**config.mk**
```make
export PLATFORM = sky130hd
export DESIGN_NAME = pll_reset_sequencer
export DESIGN_NICKNAME = d
export VERILOG_FILES = /design/src/rtl/pll_reset_sequencer.sv
export SDC_FILE = /design/constraint.sdc
export NUM_CORES = 1
export LEC_CHECK = 0
export CAP_MARGIN = 10
export CORE_ASPECT_RATIO = 0.6
export CORE_UTILIZATION = 55
export CTS_BUF_LIST = sky130_fd_sc_hd__clkbuf_2
export DETAILED_ROUTE_END_ITERATION = 16
export PLACE_DENSITY_LB_ADDON = 0.05
export SYNTH_ARGS = -nofsm -noshare
export SYNTH_HDL_FRONTEND = slang
export SYNTH_SLANG_ARGS = --single-unit
```
**constraint.sdc**
```tcl
create_clock -name i_ext_clk_50m -period 2.7 [get_ports i_ext_clk_50m]
set_clock_uncertainty 0.1 [all_clocks]
set_input_delay 0.27 -clock i_ext_clk_50m [delete_from_list [all_inputs] [get_ports i_ext_clk_50m]]
set_output_delay 0.27 -clock i_ext_clk_50m [all_outputs]
set_load 0.05 [all_outputs]
```
**src/rtl/pll_reset_sequencer.sv**
```systemverilog
`default_nettype none
// +----------------------------------------------------------------------------+
// | pll_reset_sequencer: PLL areset / lock qualification and SoC reset release  |
// | Revision 1.0                                                               |
// +----------------------------------------------------------------------------+
module pll_reset_sequencer #(
  parameter int POR_HOLD_CYCLES     = 127,
  parameter int LOCK_TIMEOUT_CYCLES = 500000,
  parameter int LOCK_STABLE_CYCLES  = 1024,
  parameter int MAX_RETRIES         = 3
) (
  input  logic                               i_ext_clk_50m,
  input  logic                               i_btn_reset_n,
  input  logic                               i_pll_locked,
  output logic                               o_pll_areset,
  output logic                               o_soc_reset_n,
  output logic                               o_lock_fault,
  output logic [2:0]                         o_seq_state,
  output logic [$clog2(MAX_RETRIES+1)-1:0]   o_retry_cnt,
  output logic [7:0]                         o_loss_cnt
);

  localparam int c_max_a   = (LOCK_TIMEOUT_CYCLES > POR_HOLD_CYCLES) ? LOCK_TIMEOUT_CYCLES : POR_HOLD_CYCLES;
  localparam int c_cnt_max = (c_max_a > LOCK_STABLE_CYCLES) ? c_max_a : LOCK_STABLE_CYCLES;
  localparam int CNT_W     = $clog2(c_cnt_max + 1);
  localparam int RTY_W     = $clog2(MAX_RETRIES + 1);

  localparam logic [CNT_W-1:0] c_por_last     = CNT_W'(POR_HOLD_CYCLES - 1);
  localparam logic [CNT_W-1:0] c_timeout_last = CNT_W'(LOCK_TIMEOUT_CYCLES - 1);
  localparam logic [CNT_W-1:0] c_stable_last  = CNT_W'(LOCK_STABLE_CYCLES - 1);
  localparam logic [RTY_W-1:0] c_retry_last   = RTY_W'(MAX_RETRIES - 1);

  typedef enum logic [2:0] {
    ST_POR_HOLD    = 3'd0,
    ST_WAIT_LOCK   = 3'd1,
    ST_LOCK_STABLE = 3'd2,
    ST_RUN         = 3'd3,
    ST_FAULT       = 3'd4
  } state_t;

  state_t           r_state, w_next;
  logic [CNT_W-1:0] r_cnt, w_cnt_next;
  logic [RTY_W-1:0] r_retry, w_retry_next;
  logic [7:0]       r_loss, w_loss_next;
  logic             r_lock_meta, r_lock_s;
  logic             r_pll_areset, r_soc_reset_n, r_lock_fault;
  logic             w_areset_next, w_soc_next, w_fault_next;

  // PLL_LOCKED comes from the PLL's own domain; only r_lock_s feeds decisions.
  always_ff @(posedge i_ext_clk_50m or negedge i_btn_reset_n) begin
    if (!i_btn_reset_n) begin
      r_lock_meta <= 1'b0;
      r_lock_s    <= 1'b0;
    end else begin
      r_lock_meta <= i_pll_locked;
      r_lock_s    <= r_lock_meta;
    end
  end

  always_ff @(posedge i_ext_clk_50m or negedge i_btn_reset_n) begin
    if (!i_btn_reset_n) begin
      r_state       <= ST_POR_HOLD;
      r_cnt         <= '0;
      r_retry       <= '0;
      r_loss        <= '0;
      r_pll_areset  <= 1'b1;
      r_soc_reset_n <= 1'b0;
      r_lock_fault  <= 1'b0;
    end else begin
      r_state       <= w_next;
      r_cnt         <= w_cnt_next;
      r_retry       <= w_retry_next;
      r_loss        <= w_loss_next;
      r_pll_areset  <= w_areset_next;
      r_soc_reset_n <= w_soc_next;
      r_lock_fault  <= w_fault_next;
    end
  end

  always_comb begin
    w_next       = r_state;
    w_retry_next = r_retry;
    w_loss_next  = r_loss;
    case (r_state)
      ST_POR_HOLD: begin
        if (r_cnt == c_por_last) w_next = ST_WAIT_LOCK;
      end
      ST_WAIT_LOCK: begin
        // Lock takes priority over a coincident timeout.
        if (r_lock_s) begin
          w_next = ST_LOCK_STABLE;
        end else if (r_cnt == c_timeout_last) begin
          if (r_retry == c_retry_last) begin
            w_next = ST_FAULT;
          end else begin
            w_next       = ST_POR_HOLD;
            w_retry_next = r_retry + RTY_W'(1);
          end
        end
      end
      ST_LOCK_STABLE: begin
        if (!r_lock_s) begin
          w_next = ST_WAIT_LOCK;
        end else if (r_cnt == c_stable_last) begin
          w_next       = ST_RUN;
          w_retry_next = '0;
        end
      end
      ST_RUN: begin
        if (!r_lock_s) begin
          w_next = ST_POR_HOLD;
          if (r_loss != 8'hFF) w_loss_next = r_loss + 8'd1;
        end
      end
      ST_FAULT: w_next = ST_FAULT;
      default:  w_next = ST_POR_HOLD;
    endcase

    // The counter only times POR_HOLD, WAIT_LOCK and LOCK_STABLE.
    if ((w_next != r_state) || (r_state == ST_RUN) || (r_state == ST_FAULT))
      w_cnt_next = '0;
    else
      w_cnt_next = r_cnt + CNT_W'(1);

    w_areset_next = (w_next == ST_POR_HOLD) || (w_next == ST_FAULT);
    w_soc_next    = (w_next == ST_RUN);
    w_fault_next  = (w_next == ST_FAULT);
  end

  assign o_pll_areset  = r_pll_areset;
  assign o_soc_reset_n = r_soc_reset_n;
  assign o_lock_fault  = r_lock_fault;
  assign o_seq_state   = r_state;
  assign o_retry_cnt   = r_retry;
  assign o_loss_cnt    = r_loss;

endmodule
`default_nettype wire

```
==> Word level (Yosys, flattened, before mapping) <==
Index checks and enable logic that the tools add are counted.
Widths: inputs -> output; s select.
{ "totals": {"regBits": 37, "output_inout_bits": 16} }
{ "classes": {"add_sub_neg": 3, "eq_ne": 17, "mux": 15, "bitwise": 1, "n_reduce_logical": 8} }
{ "op_table": {"columns": ["cell", "n"], "rows": [
  ["$mux 3", 7],
  ["$add 19x1->19 const B", 1],
  ["$eq 19x10->1 const B", 1],
  ["$eq 19x19->1 const B", 1],
  ["$eq 19x7->1 const B", 1],
  ["$mux 19", 1],
  ["$pmux 3 s5", 1],
  ["$mux 2", 5],
  ["$ne 2x2->1 const B", 5],
  ["$eq 3x2->1 const B", 3],
  ["$add 8x1->8 const B", 1],
  ["$ne 8x8->1 const B", 1],
  ["$eq 3x3->1 const B", 2],
  ["$logic_not 3->1", 2],
  ["$reduce_and 6->1", 1],
  ["$pmux 2 s2", 1],
  ["$eq 3x1->1 const B", 1],
  ["$logic_or 1x1->1", 3],
  ["$ne 3x3->1", 1],
  ["$reduce_and 3->1", 1],
  ["$add 2x1->2 const B", 1],
  ["$eq 2x2->1 const B", 1],
  ["$reduce_bool 2->1", 1],
  ["$not 1->1", 1]
]} }

==> Depth between registers and ports, before layout <==
{ "depth": {"ltp_word": 9, "depth_mapped": 8} }

==> Worst setup path after synthesis <==
OpenSTA, ideal clock, no wires.
{ "synth_timing": {"path_type": "register to register", "startpoint": "reg r_state[1] (netlist: o_seq_state[1])", "endpoint": "reg r_cnt[7]", "arrival_ns": 2.071, "setup_slack_ns": 0.411, "stages_incl_launch_ff": 8, "period_less_slack_ns": 2.289, "path_cell_list": "dfrtp_1 buf_4 or3b_2 nor4_2 a22o_2 o31a_4 buf_8 nor2_1"} }
{ "synth_via": {"elab_chain_cells": 7, "word_cells_on_any_way": 16} }
{ "synth_lines": {"columns": ["element", "line", "text"], "rows": [
  ["start: declaration", "41", "state_t r_state, w_next;"],
  ["start signal: assignment", "70", "r_state <= w_next;"],
  ["$mux 3, on equally long branches", "104, 92", null],
  ["$mux 3, on equally long branches", "102, 90", null],
  ["$pmux 3 s5", "84", "case (r_state)"],
  ["$ne 3x3->1", "120", "if ((w_next != r_state) || (r_state == ST_RUN) || (r_state == ST_FAULT))"],
  ["$logic_or 1x1->1", "120", null],
  ["$logic_or 1x1->1 (*)", "120", null],
  ["$mux 19 (*)", "120", null],
  ["net w_cnt_next[7]", "42", "logic [CNT_W-1:0] r_cnt, w_cnt_next;"],
  ["end signal: assignment", "71", "r_cnt <= w_cnt_next;"],
  ["end: declaration", "42", null]
]} }
Mark *: on every way through the listed nets, which the timed path passes. The rest lies on a longest branch.
A chain may end at the register's enable or synchronous reset.

==> Worst setup path after layout <==
{ "layout_timing": {"startpoint": "reg r_state[0] (netlist: o_seq_state[0])", "endpoint": "out o_seq_state[0]"} }
{ "layout_rtl": {"columns": ["element", "line", "text"], "rows": [
  ["end: declaration", "18", "output logic [2:0] o_seq_state,"]
]} }
No word-level cell between the ends.

==> run summary <==
The flow ran to the end, and the final reports show no timing, DRC or antenna violations. The worst register-to-register path begins at r_cnt[9]$_DFF_PN0_. The startpoint kind of the worst setup timing path is a flop.

The analysis attributes to net switching a power of 0.196 mW. In this run, synthesis produced a sequential element count of 37. The run gives 3040 um^2 as the core area. The root buffer cell chosen for the clock tree is sky130_fd_sc_hd__clkbuf_2. The tightest hold path in the finished design has a slack of 0.169 ns. Setup slack on the worst reg-to-reg path comes out at 0.53 ns.

For this run, the top clock speed supported by timing is 447 MHz. The run gives 1860 um^2 as the combined area of all synthesized cells. Detailed routing inserted a total of 1,408 vias. The static power due to leakage was 0.972 nW; the routed length per instance was 14.8 um. The layout has 232 filler cells. The finished cells cover 2140 um^2. The initial antenna violation count came out at 0. The worst setup path is of the reg -> out kind. The logs give 0 for the final number of hold-violating endpoints and 0.225 for the global router's overall resource usage. The clock drives 37 sinks.

Summed over all nets, the half-perimeter wirelength after detailed placement is 2660 um. Starting utilization of the core area: 0.610. Reg-to-reg critical path endpoint: r_cnt[14]$_DFF_PN0_. Once layout is complete, the cells apart from fillers number 247. In this run the remaining antenna-violating nets after routing total 0. The async set or reset register ratio after synthesis was 1.00; the floorplan row count was 15. The count of final max-slew check failures came out at 0. sky130_fd_sc_hd__dfrtp_1 takes more of the synthesized area than any other cell.

For the worst ir drop on vdd, the log shows 0.000345 V. Overall power consumption after layout is estimated at 0.915 mW. STA classifies the critical path endpoint as an output pin. The run gives 0.500 as the sequential element share of the synthesized area. The area growth from synthesis to layout is 15.1%. In this run the worst path has a maximum fanout of 12. In this run the cell area measured after placement is 2070 um^2. Traced cell by cell, the critical path runs through clkdlybuf4s50_1. The critical path data arrival time is 1.87 ns. Among all flip-flop cells after synthesis, the most frequent one is sky130_fd_sc_hd__dfrtp_1. For this block, the routed nets add up to 3660 um of wire. The tightest slew margin relative to the limit was 0.522. Setup violations remaining at the end of the flow were counted as 0.

On the worst path, the slowest cell contributes a delay of 0.88 ns. The sequential group share of total power was 0.610. The maximum number of pins on one net before global-route repair was 38; the ratio of total power to cell area was 428 nW/um^2. After synthesis, the mean cell area works out to 10.3 um^2.

For the final routed database, the setup TNS stands at 0 ns. The logs give 239 for the number of cells after detailed placement and 0.853 for the last weighted congestion value of the routability-driven placer. The number of synthesized flops with an enable pin is 0. Synthesis produced a netlist with a net count of 188.

Switching share of total power: 0.215. Setup repair after global routing left no endpoint under its margin. The tools report the number of antenna diodes as 0. The final critical delay including setup and external delays came out at 2.24 ns.

The top cell type's share of synthesized area works out to 0.486. By count the netlist is led by sky130_fd_sc_hd__dfrtp_1 (36), sky130_fd_sc_hd__nor2_1 (30), sky130_fd_sc_hd__xor2_1 (15). The die covers 3620 um^2.

The fraction of layout cells with a size suffix above 1 was 0.102. TritonCTS built the clock tree. After global routing the overflow that remains totals 0. In this run the count of I/O pins placed on the die edge is 19.

The quantity of I/O buffers inserted on ports came out at 18. The netlist uses 41 different library cells. The total buffers and inverters traversed by the critical path is 1, and the transition at the pin with the smallest max-transition slack is 0.714 ns. The relative contribution of the clock network to total power is 0.373. The register clock-pin slew on the reported worst setup and hold paths was 0.19 ns; the insertion delay to the later sink of the worst-skew pair was 0.40 ns. The run gives 0.718 mW as the total internal power. In this run the number of H-tree levels came out at 2.

The max-capacitance violation count came out at 0. The via count of the first global-routing pass is 1,211, and the post-route fraction of the period consumed by the critical path is 0.829. For this design, the slowest cell found on the critical path is sky130_fd_sc_hd__clkdlybuf4s50_1.

The Yosys warning count is 0. The hold buffer count at CTS came out at 0. The die is 47.0 um tall.

The most common cell in the synthesized netlist is sky130_fd_sc_hd__dfrtp_1. The run gives 181 as the post-synthesis instance total. The tools report the data required time of the worst path as 2.33 ns.

After detailed routing, the number of remaining DRC violations is 0. In this run, CTS created clock tree buffers numbering 5. The die is 77.0 um wide. The logs give 4 for the first-pass iteration count of the detailed router and 0.017 for the share of power burned in combinational logic.

Initial DRC count: 148. The number of setup buffers added after CTS is 0. The gate family responsible for the most delay along the worst path was buffers and inverters. Counting cells, the worst reg-to-reg path comes to 5. After detailed routing, the number of vias per cell comes to 5.70. The run gives 2 as the number of buffers on the longest clock path. By area the synthesized netlist is led by sky130_fd_sc_hd__dfrtp_1 (49%), sky130_fd_sc_hd__xor2_1 (7.1%), sky130_fd_sc_hd__nor2_1 (6.1%).

The number of gates resized after cts was 0; the global-route wire length before repair was 6020 um. The worst min-delay path class was in -> async. In the final design database the tool counted 211 nets.
cell usage in the layout, fill, tap and decap left out, types with 2 or more instances in the layout:
cell,count
sky130_fd_sc_hd__nand3_1,12
sky130_fd_sc_hd__nand4_1,6
sky130_fd_sc_hd__buf_4,2
sky130_fd_sc_hd__nand2b_1,2
sky130_fd_sc_hd__nor2_1,30
sky130_fd_sc_hd__o21ai_0,4
sky130_fd_sc_hd__inv_1,7
sky130_fd_sc_hd__ha_1,4
sky130_fd_sc_hd__clkbuf_2,6
sky130_fd_sc_hd__nand2_1,9
sky130_fd_sc_hd__a21oi_1,3
sky130_fd_sc_hd__nor3_1,8
sky130_fd_sc_hd__or3b_2,2
sky130_fd_sc_hd__and3_1,3
sky130_fd_sc_hd__nor4_2,3
sky130_fd_sc_hd__clkdlybuf4s50_1,18
sky130_fd_sc_hd__xor2_1,15
sky130_fd_sc_hd__xnor2_1,10
sky130_fd_sc_hd__nand3b_1,3
sky130_fd_sc_hd__dfrtp_1,36
registers in the layout, summed over array words and instances, names as in the netlist:
| name | count |
|---|---|
| o_lock_fault | 1 |
| o_loss_cnt | 8 |
| o_pll_areset | 1 |
| o_retry_cnt | 2 |
| o_seq_state | 3 |
| o_soc_reset_n | 1 |
| r_cnt | 19 |
| r_lock_meta | 1 |
| r_lock_s | 1 |
power groups by stage:
stage | registers [mW] | clock network [mW] | logic (mW)
detailed placement | 0.567 | 0 | 0.0167
global route | 0.558 | 0.363 | 0.0184
floorplan | 0.567 | 0 | 0.00138
finish | 0.558 | 0.341 | 0.0158
global placement | 0.567 | 0 | 0.0160
CTS | 0.558 | 0.343 | 0.0167
metal layers:
layer,vias to the layer above,GRT usage,part of all wire
li1,676,-,-
met1,698,0.337,0.54
met2,26,0.314,0.41
met3,8,0.0641,0.045
met4,0,0.0792,0.011
met5,-,0,0
kinds of logic (layout without fill, tap and decap cells):
| group | after synthesis | after routing | share of synthesized area |
|---|---|---|---|
| AND/OR/NAND/NOR | 86 | 86 | 0.249 |
| flip-flops | 37 | 37 | 0.500 |
| XOR/XNOR | 25 | 25 | 0.118 |
| AO/OA/AOI/OAI | 17 | 17 | 0.0695 |
| buffers and inverters | 11 | 35 | 0.0310 |
| adder cells (fa/ha/maj) | 4 | 4 | 0.0270 |
| multiplexers | 1 | 1 | 0.00607 |
area by class of cell:
type                    count  area [um^2]  area share
clock inverters             2         33.8      0.0158
clock buffers               6         30.0      0.0141
multi-input cells         133          871       0.408
inverters                   7         26.3      0.0123
repair buffers             20          195      0.0914
flip-flops and latches     37          927       0.434
well taps                  42         52.6      0.0246
worst max path at each step:
| stage | startpoint | to | cells past startpoint |
|---|---|---|---|
| floorplan | o_seq_state[1]$_DFF_PN0_ | r_cnt[7]$_DFF_PN0_ | 7 |
| global placement | o_seq_state[1]$_DFF_PN0_ | r_cnt[10]$_DFF_PN0_ | 5 |
| detailed placement | o_seq_state[1]$_DFF_PN0_ | r_cnt[16]$_DFF_PN0_ | 5 |
| CTS | o_seq_state[0]$_DFF_PN0_ | o_seq_state[0] | 1 |
| global route | o_seq_state[0]$_DFF_PN0_ | o_seq_state[0] | 1 |
| finish | o_seq_state[0]$_DFF_PN0_ | o_seq_state[0] | 1 |
through the flow:
stage                      util  worst slack, ns
after floorplan               -            0.411
after global placement    0.681            0.615
after detailed placement  0.681            0.583
after CTS                 0.702            0.448
after global routing      0.702            0.339
final                     0.702            0.461
Note: power is estimated with default switching activity, not from simulation.
